$ cat src/rtl/pingpong_write_ctrl_pkg.sv
// Shared types and width defaults for the ping-pong write path.
// These defaults are shared by the write controller, the demux and the buffer RAMs.
package pp_buf_pkg;

    localparam int DATA_W_DEF = 16;
    localparam int ADDR_W_DEF = 16;

    typedef enum logic [1:0] {
        IDLE  = 2'd0,
        WRITE = 2'd1,
        STALL = 2'd2
    } state_t;

    typedef logic bank_t;

    function automatic bank_t other_bank(input bank_t b);
        return ~b;
    endfunction

endpackage

$ cat src/rtl/pingpong_write_ctrl_if.sv
// Producer stream plus demux write bundle of the ping-pong write controller.
// The master modport is the controller side, and the slave modport is the producer/demux side.
interface pingpong_write_ctrl_if
    import pp_buf_pkg::*;
#(
    parameter int DATA_W = DATA_W_DEF,
    parameter int ADDR_W = ADDR_W_DEF
);
    logic              in_valid;
    logic [DATA_W-1:0] in_data;
    logic              in_ready;
    logic              we;
    logic [DATA_W-1:0] data;
    logic [ADDR_W-1:0] addr;
    logic              select;

    modport master (
        input  in_valid, in_data,
        output in_ready, we, data, addr, select
    );

    modport slave (
        output in_valid, in_data,
        input  in_ready, we, data, addr, select
    );
endinterface

$ cat src/rtl/pingpong_write_ctrl_bank_tracker.sv
// Tracks which ping-pong bank holds a complete frame that has not yet been released.
// When a set and a release target the same bank, the set wins so that a completed frame is never lost.
module pp_bank_tracker
    import pp_buf_pkg::*;
(
    input  logic       clk,
    input  logic       rst_n,
    input  logic       set_en,
    input  bank_t      set_bank,
    input  logic [1:0] rel,
    output logic [1:0] bank_full
);
    logic [1:0] full_reg;
    logic [1:0] full_next;

    generate
        for (genvar gi = 0; gi < 2; gi++) begin : g_bank
            assign full_next[gi] = (set_en && (set_bank == bank_t'(gi))) ? 1'b1 :
                                   rel[gi]                               ? 1'b0 :
                                                                           full_reg[gi];
        end
    endgenerate

    always_ff @(posedge clk or negedge rst_n) begin
        if (!rst_n) begin
            full_reg <= 2'b00;
        end else begin
            full_reg <= full_next;
        end
    end

    assign bank_full = full_reg;
endmodule

$ cat src/rtl/pingpong_write_ctrl.sv
// Ping-pong write sequencer: fills one bank with DEPTH words, then flips to the other bank.
// It stalls the producer while the target bank is still unreleased. `PP_FRAME_CNT_EN adds the frame_cnt output.
module pingpong_write_ctrl
    import pp_buf_pkg::*;
#(
    parameter int                DATA_W    = DATA_W_DEF,
    parameter int                ADDR_W    = ADDR_W_DEF,
    parameter int                DEPTH     = 256,
    parameter logic [ADDR_W-1:0] BASE_ADDR = '0
) (
    input  logic       clk,
    input  logic       rst_n,
    input  logic       start,
    input  logic [1:0] rel,
    pingpong_write_ctrl_if.master bus,
    output logic [1:0] bank_full,
    output logic       frame_done,
    output logic       busy
`ifdef PP_FRAME_CNT_EN
    ,
    output logic [15:0] frame_cnt
`endif
);
    localparam logic [ADDR_W-1:0] LAST_CNT = ADDR_W'(DEPTH - 1);

    state_t            state_reg, state_next;
    bank_t             cur_bank_reg;
    logic [ADDR_W-1:0] word_cnt_reg;
    logic              we_reg;
    logic [DATA_W-1:0] data_reg;
    logic [ADDR_W-1:0] addr_reg;
    logic              select_reg;
    logic              frame_done_reg;
    logic              in_ready_int;
    logic              accept;
    logic              frame_end;

    assign in_ready_int = (state_reg == WRITE) && !bank_full[cur_bank_reg];
    assign accept       = bus.in_valid && in_ready_int;
    assign frame_end    = accept && (word_cnt_reg == LAST_CNT);

    always_ff @(posedge clk or negedge rst_n) begin
        if (!rst_n) begin
            state_reg <= IDLE;
        end else begin
            state_reg <= state_next;
        end
    end

    always_comb begin
        state_next = state_reg;
        case (state_reg)
            IDLE:    if (start) state_next = WRITE;
            // Stall only if the bank we are about to flip into is still held by the reader
            WRITE:   if (frame_end && bank_full[other_bank(cur_bank_reg)]) state_next = STALL;
            STALL:   if (!bank_full[cur_bank_reg]) state_next = WRITE;
            default: state_next = IDLE;
        endcase
    end

    always_ff @(posedge clk or negedge rst_n) begin
        if (!rst_n) begin
            cur_bank_reg   <= 1'b0;
            word_cnt_reg   <= '0;
            we_reg         <= 1'b0;
            data_reg       <= '0;
            addr_reg       <= '0;
            select_reg     <= 1'b0;
            frame_done_reg <= 1'b0;
        end else begin
            we_reg         <= accept;
            frame_done_reg <= frame_end;
            if (accept) begin
                data_reg   <= bus.in_data;
                addr_reg   <= BASE_ADDR + word_cnt_reg;
                select_reg <= cur_bank_reg;
                if (frame_end) begin
                    word_cnt_reg <= '0;
                    cur_bank_reg <= other_bank(cur_bank_reg);
                end else begin
                    word_cnt_reg <= word_cnt_reg + 1'b1;
                end
            end
        end
    end

    pp_bank_tracker u_bank_tracker (
        .clk       (clk),
        .rst_n     (rst_n),
        .set_en    (frame_end),
        .set_bank  (cur_bank_reg),
        .rel       (rel),
        .bank_full (bank_full)
    );

`ifdef PP_FRAME_CNT_EN
    logic [15:0] frame_cnt_reg;

    always_ff @(posedge clk or negedge rst_n) begin
        if (!rst_n) begin
            frame_cnt_reg <= 16'd0;
        end else if (frame_end) begin
            frame_cnt_reg <= frame_cnt_reg + 16'd1;
        end
    end

    assign frame_cnt = frame_cnt_reg;
`endif

    assign bus.in_ready = in_ready_int;
    assign bus.we       = we_reg;
    assign bus.data     = data_reg;
    assign bus.addr     = addr_reg;
    assign bus.select   = select_reg;
    assign frame_done   = frame_done_reg;
    assign busy         = (state_reg != IDLE);
endmodule

$ cat src/flat_wrapper.sv
// flat-port wrapper written by rule: the top's interface ports become plain ports
module pingpong_write_ctrl_flat import pp_buf_pkg::*;
#(
    parameter int                DATA_W    = DATA_W_DEF,
    parameter int                ADDR_W    = ADDR_W_DEF,
    parameter int                DEPTH     = 256,
    parameter logic [ADDR_W-1:0] BASE_ADDR = '0
)
  (clk, rst_n, start, rel, bank_full, frame_done, busy, bus_in_valid, bus_in_data, bus_in_ready, bus_we, bus_data, bus_addr, bus_select);
  pingpong_write_ctrl_if #(.DATA_W(DATA_W), .ADDR_W(ADDR_W)) bus_i ();
  input  logic clk;
  input  logic rst_n;
  input  logic start;
  input  logic [1:0] rel;
  output logic [1:0] bank_full;
  output logic frame_done;
  output logic busy;
  input wire logic [$bits(bus_i.in_valid)-1:0] bus_in_valid;
  input wire logic [$bits(bus_i.in_data)-1:0] bus_in_data;
  output wire logic [$bits(bus_i.in_ready)-1:0] bus_in_ready;
  output wire logic [$bits(bus_i.we)-1:0] bus_we;
  output wire logic [$bits(bus_i.data)-1:0] bus_data;
  output wire logic [$bits(bus_i.addr)-1:0] bus_addr;
  output wire logic [$bits(bus_i.select)-1:0] bus_select;
  assign bus_i.in_valid = bus_in_valid;
  assign bus_i.in_data = bus_in_data;
  assign bus_in_ready = bus_i.in_ready;
  assign bus_we = bus_i.we;
  assign bus_data = bus_i.data;
  assign bus_addr = bus_i.addr;
  assign bus_select = bus_i.select;
  pingpong_write_ctrl #(.DATA_W(DATA_W), .ADDR_W(ADDR_W), .DEPTH(DEPTH), .BASE_ADDR(BASE_ADDR)) u_core (.clk(clk), .rst_n(rst_n), .start(start), .rel(rel), .bus(bus_i), .bank_full(bank_full), .frame_done(frame_done), .busy(busy));
endmodule
$ cat config.mk
export PLATFORM = sky130hd
export DESIGN_NAME = pingpong_write_ctrl_flat
export DESIGN_NICKNAME = d
export VERILOG_FILES = /design/src/rtl/pingpong_write_ctrl_pkg.sv /design/src/rtl/pingpong_write_ctrl_if.sv /design/src/rtl/pingpong_write_ctrl_bank_tracker.sv /design/src/rtl/pingpong_write_ctrl.sv /design/src/flat_wrapper.sv
export SDC_FILE = /design/constraint.sdc
export NUM_CORES = 1
export LEC_CHECK = 0
export CORE_MARGIN = 1.5
export CORE_UTILIZATION = 48
export DETAILED_ROUTE_END_ITERATION = 16
export PLACE_DENSITY = 0.88
export SLEW_MARGIN = 10
export SYNTH_ARGS = -nofsm -noshare
export SYNTH_HDL_FRONTEND = slang
export SYNTH_HIERARCHICAL = 1
export SYNTH_SLANG_ARGS = --single-unit
$ cat constraint.sdc
create_clock -name clk -period 2.1 [get_ports clk]
set_input_delay 0.42 -clock clk [delete_from_list [all_inputs] [get_ports clk]]
set_output_delay 0.42 -clock clk [all_outputs]
set_load 0.01 [all_outputs]
==> impl_metrics.py, run 1 <==
metrics = {
    "clock_tree": {
        "numCtsBuffers": 5,
        "cts_sinks": 56,
        "htree_levels": 2,
        "cts.clk_slew.worst_paths_ps": 100,
        "cts-resized-gates": 1,
        "clock_latency_ps": 310,
        "clk_path_buf_depth": 2,
        "cts_root_buf": "clkbuf_8",
        "post_cts_buffers": 0,
        "hold_buffers": 0,
        "tritoncts": "built",
    },
    "pwr": {
        "comb_power_share": 0.196,
        "power.share.clock": 0.255,
        "p_leak_nw": 1.38,
        "ir_drop_mv": 0.475,
        "netSwitchingPower_uw": 628,
        "seq_power_share": 0.549,
        "p_int_mw": 1.76,
        "netSwitchingFraction": 0.262,
        "powerDensity_nw_per_um2": 748,
    },
    "sta": {
        "timing_hold_violations_final": 0,
        "final_max_slew_viol_count": 0,
        "tightestPinTransition_ps": 676,
        "finalSetupTns_ps": 0,
        "max_slew_margin": 0.549,
        "min_period_over_period": 0.958,
        "rsz0062_at_grt": "no",
        "setup_viol": 0,
        "whs_ps": 140,
        "skew_ps": 6.87,
        "finalCriticalPeriod_ps": 2010,
        "fmax_ghz": 0.497,
    },
    "global_routing": {
        "grt_overflow": 0,
        "grt_pass1_vias": 1663,
        "antenna_found_initial": 0,
        "grt_pass1_wl_microns": 7890,
        "grt.total_usage": 0.198,
        "grt_start_max_net_pins": 30,
    },
    "setup_path": {
        "required_ps": 2330,
        "startpoint_type": "register",
        "endpoint_kind": "register",
        "critPathKind": "register to register",
        "crit_start": "u_core/word_cnt_reg[13]",
        "r2r_start": "u_core/word_cnt_reg[13]",
        "path_max_fanout": 6,
        "arrival_ps": 2240,
    },
    "synthesis": {
        "netlist_area_sq_um": 2360,
        "synth_nets": 195,
        "yosysSeqAreaShare": 0.594,
        "ys_ff_latch": 56,
        "syn_area_per_cell_sq_um": 13.7,
        "netlist_instances": 172,
        "synth.distinct_cells": 36,
        "yosys_warnings": 6,
        "yosys.area.top_type_share": 0.594,
        "yosys.area.top_type": "dfrtp_1",
        "synth_area_leaders": "dfrtp_1 (59%), mux2_2 (16%), xnor2_1 (5.2%)",
    },
    "final_layout": {
        "layout_common_cells": "clkdlybuf4s50_1 (58), dfrtp_1 (56), mux2_2 (33), xnor2_1 (14), buf_4 (10)",
        "area_growth_pct": 35.7,
        "final_common_cell": "clkdlybuf4s50_1",
        "n_antenna_cell": 0,
        "multi_input_area_sq_um": 892,
        "fillers": 341,
        "drive_above_1_share": 0.252,
        "nets": 268,
        "area.sequential_sq_um": 1400,
    },
    "run": {
        "drv_cap": 0,
    },
    "route": {
        "first_pass_iters": 4,
        "num_vias": 1650,
        "drt_iter0_drc": 105,
        "drc": 0,
        "wl_per_cell_microns": 14.9,
        "ant_nets": 0,
        "vias_per_cell": 5.27,
        "drt-total-wl_microns": 4680,
    },
    "placement": {
        "numPortBuffers": 60,
        "hpwl_microns": 3310,
        "gp_congestion": 0.893,
    },
    "die": {
        "die_h_microns": 73.1,
        "start_util": 0.499,
        "io_pins": 61,
        "dieArea_sq_um": 5340,
        "die_width_microns": 73.1,
        "fp-row-count": 25,
        "core_sq_um": 4720,
    },
    "hold_path": {
        "min_path_type": "input pin to async pin",
    },
    "status": {
        "outcome": "finished, final reports clean",
    },
}
-- synth_stat cells --
cell / n
ha_1: 1
nor3_1: 1
mux2_4: 1
inv_1: 5
xnor2_1: 14
a31oi_1: 1
xor2_2: 1
nor3b_1: 1
o211ai_1: 1
nand2b_1: 1
dfrtp_1: 56
nand4_1: 4
nor4_2: 2
o22ai_2: 1
and4_1: 1
nand3b_1: 1
nor4_1: 2
nand4b_1: 2
o21ai_1: 1
or4bb_1: 1
nor2_4: 1
mux2_2: 33
nand2_1: 6
nor2b_1: 1
and3_1: 1
and2_1: 2
buf_2: 3
or2_2: 2
nor2_1: 4
or3_1: 1
buf_6: 2
buf_4: 1
nand3_1: 9
o21ai_0: 6
or4_1: 1
nor4_4: 1
-- final timing paths --
check | end | depth (start not counted) | slack, ps
max in group asynchronous | u_core/word_cnt_reg[5] | 2 | 1390
min | u_core/state_reg[1] | 1 | 140
min reg2reg | u_core/word_cnt_reg[15] | 1 | 510
max | u_core/u_bank_tracker/bank_full[0] | 5 | 90
max reg2reg | u_core/u_bank_tracker/bank_full[0] | 5 | 90
min in group clk | u_core/word_cnt_reg[15] | 1 | 510
-- power groups by stage --
stage	Sequential (mW)	Clock [mW]	Combinational, mW
after floorplan	1.35	0	0.170
after global placement	1.33	0	0.463
after detailed placement	1.33	0	0.472
after CTS	1.31	0.631	0.475
after global routing	1.34	0.669	0.504
final	1.31	0.610	0.469
-- cells by family after synthesis --
kind of cell | synth area share
flip-flops | 0.594
XOR/XNOR | 0.0589
AND/OR/NAND/NOR | 0.124
AO/OA/AOI/OAI | 0.0260
multiplexers | 0.164
buffers and inverters | 0.0271
adder cells (fa/ha/maj) | 0.00531
-- worst max-delay path, stage by stage, from the launching register on --
cell and delay (ps):
dfrtp_1 430, or4_1 530, nor4_2 310, and2_1 370, inv_1 120, o22ai_2 160
-- through the flow --
step / total power [mW] / util / area (sq um) / cells / setup WS [ps]
after detailed placement: 1.81 / 0.658 / 3110 / 305 / 45.9
after CTS: 2.42 / 0.677 / 3200 / 313 / 107
final: 2.39 / 0.677 / 3200 / 313 / 89.1
after global placement: 1.79 / 0.658 / 3110 / 305 / 72.1
after global routing: 2.51 / 0.677 / 3200 / 313 / 42.4
after floorplan: 1.52 / - / 2360 / 172 / 310
-- layer usage --
metal,routed length (microns),track usage
met2,2350,0.329
met1,1910,0.244
met4,61,0.0650
met3,353,0.0635
met5,0,0
-- area by class of cell --
type | count | area share
sequential | 56 | 0.438
timing repair buffer | 72 | 0.222
inverter | 5 | 0.00587
clock inverter | 1 | 0.00235
multi-input combinational | 105 | 0.279
clock buffer | 7 | 0.0270
tap | 67 | 0.0262
No activity file was read; power rests on OpenSTA's default activity.
==> run 2, diff against run 1 <==
- CORE_MARGIN: 1.5 -> default
==> run 2 against run 1 <==
Sequential power barely moved. First-iteration DRC count rose by 5.7%. Combinational power barely moved. Critical path depth fell by 3. Non-clock buffer count did not move. Register-to-register slack improved by 80 ps. Sequential cell count did not move. Hold slack got worse by 60 ps. Maximum frequency rose by 2.8%. Count of clock-buffer cells in the layout fell by 1. Sequential share of layout area fell by 0.15 points. Clock power fell by 2%. Critical endpoint is now busy. Largest cell class unchanged. Highest routed layer unchanged.
==> impl_metrics.py, run 2 (synthesis results as in run 1) <==
metrics = {
    "sta": {
        "skew_ps": 6.58,
        "final_max_slew_viol_count": 0,
        "min_period_over_period": 0.931,
        "setup_viol": 0,
        "finalCriticalPeriod_ps": 1960,
        "rsz0062_at_grt": "no",
        "fmax_ghz": 0.511,
        "whs_ps": 80.6,
        "finalSetupTns_ps": 0,
        "max_slew_margin": 0.646,
        "setup_ws_ps": 144,
        "timing_hold_violations_final": 0,
        "tightestPinTransition_ps": 530,
    },
    "global_routing": {
        "grt_overflow": 0,
        "grt_pass1_vias": 1631,
        "antenna_found_initial": 0,
        "grt_start_max_net_pins": 36,
        "busiest_layer": "met2",
        "met1_usage": 0.249,
        "grt.total_usage": 0.193,
        "grtUsageMet2": 0.307,
        "met3_usage": 0.0611,
        "grt_pass1_wl_microns": 7600,
    },
    "die": {
        "dieArea_sq_um": 5200,
        "die_h_microns": 72.1,
        "start_util": 0.499,
        "die_width_microns": 72.1,
        "core_sq_um": 4720,
        "fp-row-count": 25,
        "io_pins": 61,
    },
    "setup_path": {
        "endpoint_kind": "output pin",
        "reg2regPathDepth": 5,
        "crit_start": "u_core/state_reg[1]",
        "path_max_fanout": 6,
        "r2r_start": "u_core/word_cnt_reg[13]",
        "startpoint_type": "register",
        "timing.critical_path.to": "busy",
        "arrival_ps": 1540,
        "required_ps": 1680,
        "critPathKind": "register to output pin",
        "reg2reg_slack_ps": 170,
        "r2r_end": "u_core/word_cnt_reg[3]",
    },
    "pwr": {
        "powerDensity_nw_per_um2": 743,
        "ir_drop_mv": 0.368,
        "p_leak_nw": 1.39,
        "power_mw": 2.39,
    },
    "clock_tree": {
        "tritoncts": "built",
        "cts-resized-gates": 1,
        "numCtsBuffers": 5,
        "cts_root_buf": "clkbuf_8",
        "htree_levels": 2,
        "hold_buffers": 0,
        "clock_latency_ps": 310,
        "cts_sinks": 56,
        "post_cts_buffers": 0,
        "clk_path_buf_depth": 2,
        "cts.clk_slew.worst_paths_ps": 100,
    },
    "final_layout": {
        "nets": 268,
        "area_growth_pct": 36.2,
        "n_antenna_cell": 0,
        "layout_common_cells": "clkdlybuf4s50_1 (58), dfrtp_1 (56), mux2_2 (33), xnor2_1 (14)",
        "drive_above_1_share": 0.256,
        "final_common_cell": "clkdlybuf4s50_1",
        "fin_cells": 313,
    },
    "route": {
        "first_pass_iters": 7,
        "ant_nets": 0,
        "drt-total-wl_microns": 4380,
        "wl_per_cell_microns": 14.0,
        "drt_iter0_drc": 111,
        "vias_per_cell": 5.14,
        "drc": 0,
        "num_vias": 1608,
    },
    "hold_path": {
        "min_path_type": "input pin to async pin",
    },
    "placement": {
        "numPortBuffers": 60,
        "gp_congestion": 0.879,
        "numPlacedInstances": 305,
        "pre_cts_slack_ps": 52.6,
        "hpwl_microns": 3190,
    },
    "status": {
        "outcome": "finished, final reports clean",
    },
    "run": {
        "drv_cap": 0,
    },
}
run 2: cell count changes in the layout (fill, tap and decap cells not counted):
cell / delta
clkinv_2: +2
buf_12: +1
buf_4: -1
clkbuf_1: -1
clkinvlp_4: -1
run 2: final cells by class:
cell class	instances	area [sq um]
sequential	56	1400
inverter	5	18.8
tap	67	83.8
multi-input combinational	105	892
clock buffer	6	82.6
fill	368	1510
timing repair buffer	72	722
clock inverter	2	10.0
run 2: worst min path at each step:
| stage | endpoint | slack, ps | from |
|---|---|---|---|
| 2_1_floorplan | u_core/bus.addr[0] | 120 | rst_n |
| 3_3_place_gp | u_core/frame_done | 430 | rst_n |
| 3_5_place_dp | u_core/frame_done | 430 | rst_n |
| 4_1_cts | u_core/bus.data[11] | 90 | rst_n |
| 5_1_grt | u_core/bus.data[14] | 120 | rst_n |
| 6_report | u_core/bus.data[11] | 80 | rst_n |
run 2: where the power goes:
part / internal, mW / leakage (nW) / switching [mW]
Sequential: 1.20 / 0.719 / 0.116
Clock: 0.264 / 0.0510 / 0.332
Combinational: 0.295 / 0.619 / 0.177
Total: 1.76 / 1.39 / 0.624
run 2: stage by stage:
stage / area (sq um) / utilization
after global routing: 3210 / 0.680
after CTS: 3210 / 0.680
final: 3210 / 0.680
after floorplan: 2360 / -
after detailed placement: 3120 / 0.660
after global placement: 3120 / 0.660
run 2: layer usage:
| metal | share of wire | wire [microns] |
|---|---|---|
| met2 | 0.50 | 2180 |
| met1 | 0.43 | 1910 |
| met4 | 0.014 | 61 |
| met3 | 0.055 | 241 |
| met5 | 0 | 0 |
run 2: worst max-delay path: stages, from the launching register on:
cell and delay (ps):
dfrtp_1 440, or2_2 320, clkdlybuf4s50_1 480
==> run 3, diff against run 2 <==
- GPL_TIMING_DRIVEN: default -> 0
- SETUP_SLACK_MARGIN: default -> 0.4
==> run 3 against run 2 <==
Largest cell class unchanged. Critical path depth grew 5. Non-clock buffer count grew 19. Maximum frequency grew 5.0%. Total power grew 1.6%. Count of clock-buffer cells in the layout is the same. Sequential cell count is the same. Critical endpoint is now u_core/bus.addr[13]. Register-to-register slack gained 70 ps. Final area grew 5.8%.
==> impl_metrics.py, run 3 (synthesis results as in run 1) <==
metrics = {
    "sta": {
        "setup_ws_ps": 238,
        "tightestPinTransition_ps": 639,
        "fmax_ghz": 0.537,
        "skew_ps": 10.5,
        "final_max_slew_viol_count": 0,
        "finalSetupTns_ps": 0,
        "min_period_over_period": 0.887,
        "setup_viol": 0,
        "whs_ps": 122,
        "max_slew_margin": 0.574,
        "timing_hold_violations_final": 0,
        "rsz0062_at_grt": "yes",
        "finalCriticalPeriod_ps": 1860,
    },
    "final_layout": {
        "area_growth_pct": 44.1,
        "fin_util": 0.719,
        "drive_above_1_share": 0.347,
        "n_antenna_cell": 0,
        "fin_cells": 332,
        "nets": 287,
        "layout_common_cells": "clkdlybuf4s50_1 (54), dfrtp_1 (54), mux2_2 (33), buf_4 (23), xnor2_1 (14)",
        "fin_area_sq_um": 3400,
    },
    "placement": {
        "numPortBuffers": 60,
        "pre_cts_slack_ps": -162,
        "dpl_cell_area_sq_um": 3070,
        "gp_congestion": 0.811,
        "hpwl_microns": 3030,
        "numPlacedInstances": 300,
    },
    "pwr": {
        "powerDensity_nw_per_um2": 714,
        "ir_drop_mv": 0.474,
        "p_leak_nw": 1.51,
        "power_mw": 2.43,
    },
    "setup_path": {
        "arrival_ps": 2060,
        "cpPeakStageDelay_ps": 400,
        "reg2regPathDepth": 7,
        "timing.critical_path.to": "u_core/bus.addr[13]",
        "endpoint_kind": "register",
        "crit_start": "u_core/cur_bank_reg",
        "startpoint_type": "register",
        "crit_path_frequent_cell": "buf_6",
        "r2r_start": "u_core/cur_bank_reg",
        "critPathKind": "register to register",
        "reg2reg_slack_ps": 240,
        "crit_chain": "buf_6, mux2_4, buf_6, nor2_4, buf_6, buf_12, mux2_2",
        "cp_slowest_cell": "dfrtp_1",
        "r2r_end": "u_core/bus.addr[13]",
        "required_ps": 2300,
        "path_max_fanout": 10,
    },
    "clock_tree": {
        "tritoncts": "built",
        "clock_latency_ps": 310,
        "cts_root_buf": "clkbuf_8",
        "clk_path_buf_depth": 2,
        "cts.clk_slew.worst_paths_ps": 100,
        "hold_buffers": 0,
        "htree_levels": 2,
        "numCtsBuffers": 5,
        "cts_sinks": 56,
    },
    "global_routing": {
        "antenna_found_initial": 0,
        "grt_pass1_vias": 1709,
        "grt.total_usage": 0.204,
        "grt_overflow": 0,
        "grt_pass1_wl_microns": 8090,
        "grt_start_max_net_pins": 30,
    },
    "die": {
        "fp-row-count": 25,
        "io_pins": 61,
        "core_sq_um": 4720,
        "dieArea_sq_um": 5200,
        "start_util": 0.499,
        "die_width_microns": 72.1,
        "die_h_microns": 72.1,
    },
    "route": {
        "vias_per_cell": 5.17,
        "wl_per_cell_microns": 14.5,
        "drt_iter0_drc": 85,
        "drt-total-wl_microns": 4810,
        "ant_nets": 0,
        "num_vias": 1715,
        "first_pass_iters": 4,
        "drc": 0,
    },
    "run": {
        "drv_cap": 0,
    },
    "status": {
        "outcome": "finished, final reports clean",
    },
    "hold_path": {
        "min_path_type": "input pin to async pin",
    },
}
run 3: what timing repair did:
| item | CTS | global route |
|---|---|---|
| endpoints found under the setup margin | 59 | 58 |
| cloned | 0 | 1 |
| gates resized for setup | 18 | 8 |
| pin swaps | 7 | 3 |
| setup buffers | 21 | 2 |
run 3: how the worst min path moves through the flow:
stage                     slack [ps]                    start                 endpoint
after CTS                        150                    rst_n       u_core/bus.data[1]
after floorplan                  120                    rst_n       u_core/bus.addr[0]
after global placement           480  u_core/word_cnt_reg[15]  u_core/word_cnt_reg[15]
after global routing             160                    rst_n      u_core/state_reg[1]
final                            120                    rst_n        u_core/frame_done
after detailed placement         480                    rst_n        u_core/frame_done
run 3: layout make-up:
class	instances	area [sq um]
clock buffers	6	82.6
fillers	327	1330
plain buffers	6	68.8
flip-flops and latches	56	1400
inverters	5	18.8
clock inverters	2	10.0
multi-input cells	105	930
well taps	67	83.8
repair buffers	85	800
run 3: layer usage:
metal  part of all wire  up-vias  global-route usage
li1                   -      791                   -
met1               0.45      863               0.270
met2               0.48       52               0.321
met3              0.050        9              0.0486
met4              0.020        0              0.0937
met5                  0        -                   0
run 3: worst max-delay path, delay by kind of cell, from the launching register on:
kind	cells	cell delay, ps
mux	2	640
buf+inv	4	560
flops	1	400
simple gates	1	150
run 3: power breakdown:
part | internal (mW) | switching, mW
clock | 0.264 | 0.335
sequential | 1.21 | 0.0978
combinational | 0.319 | 0.204
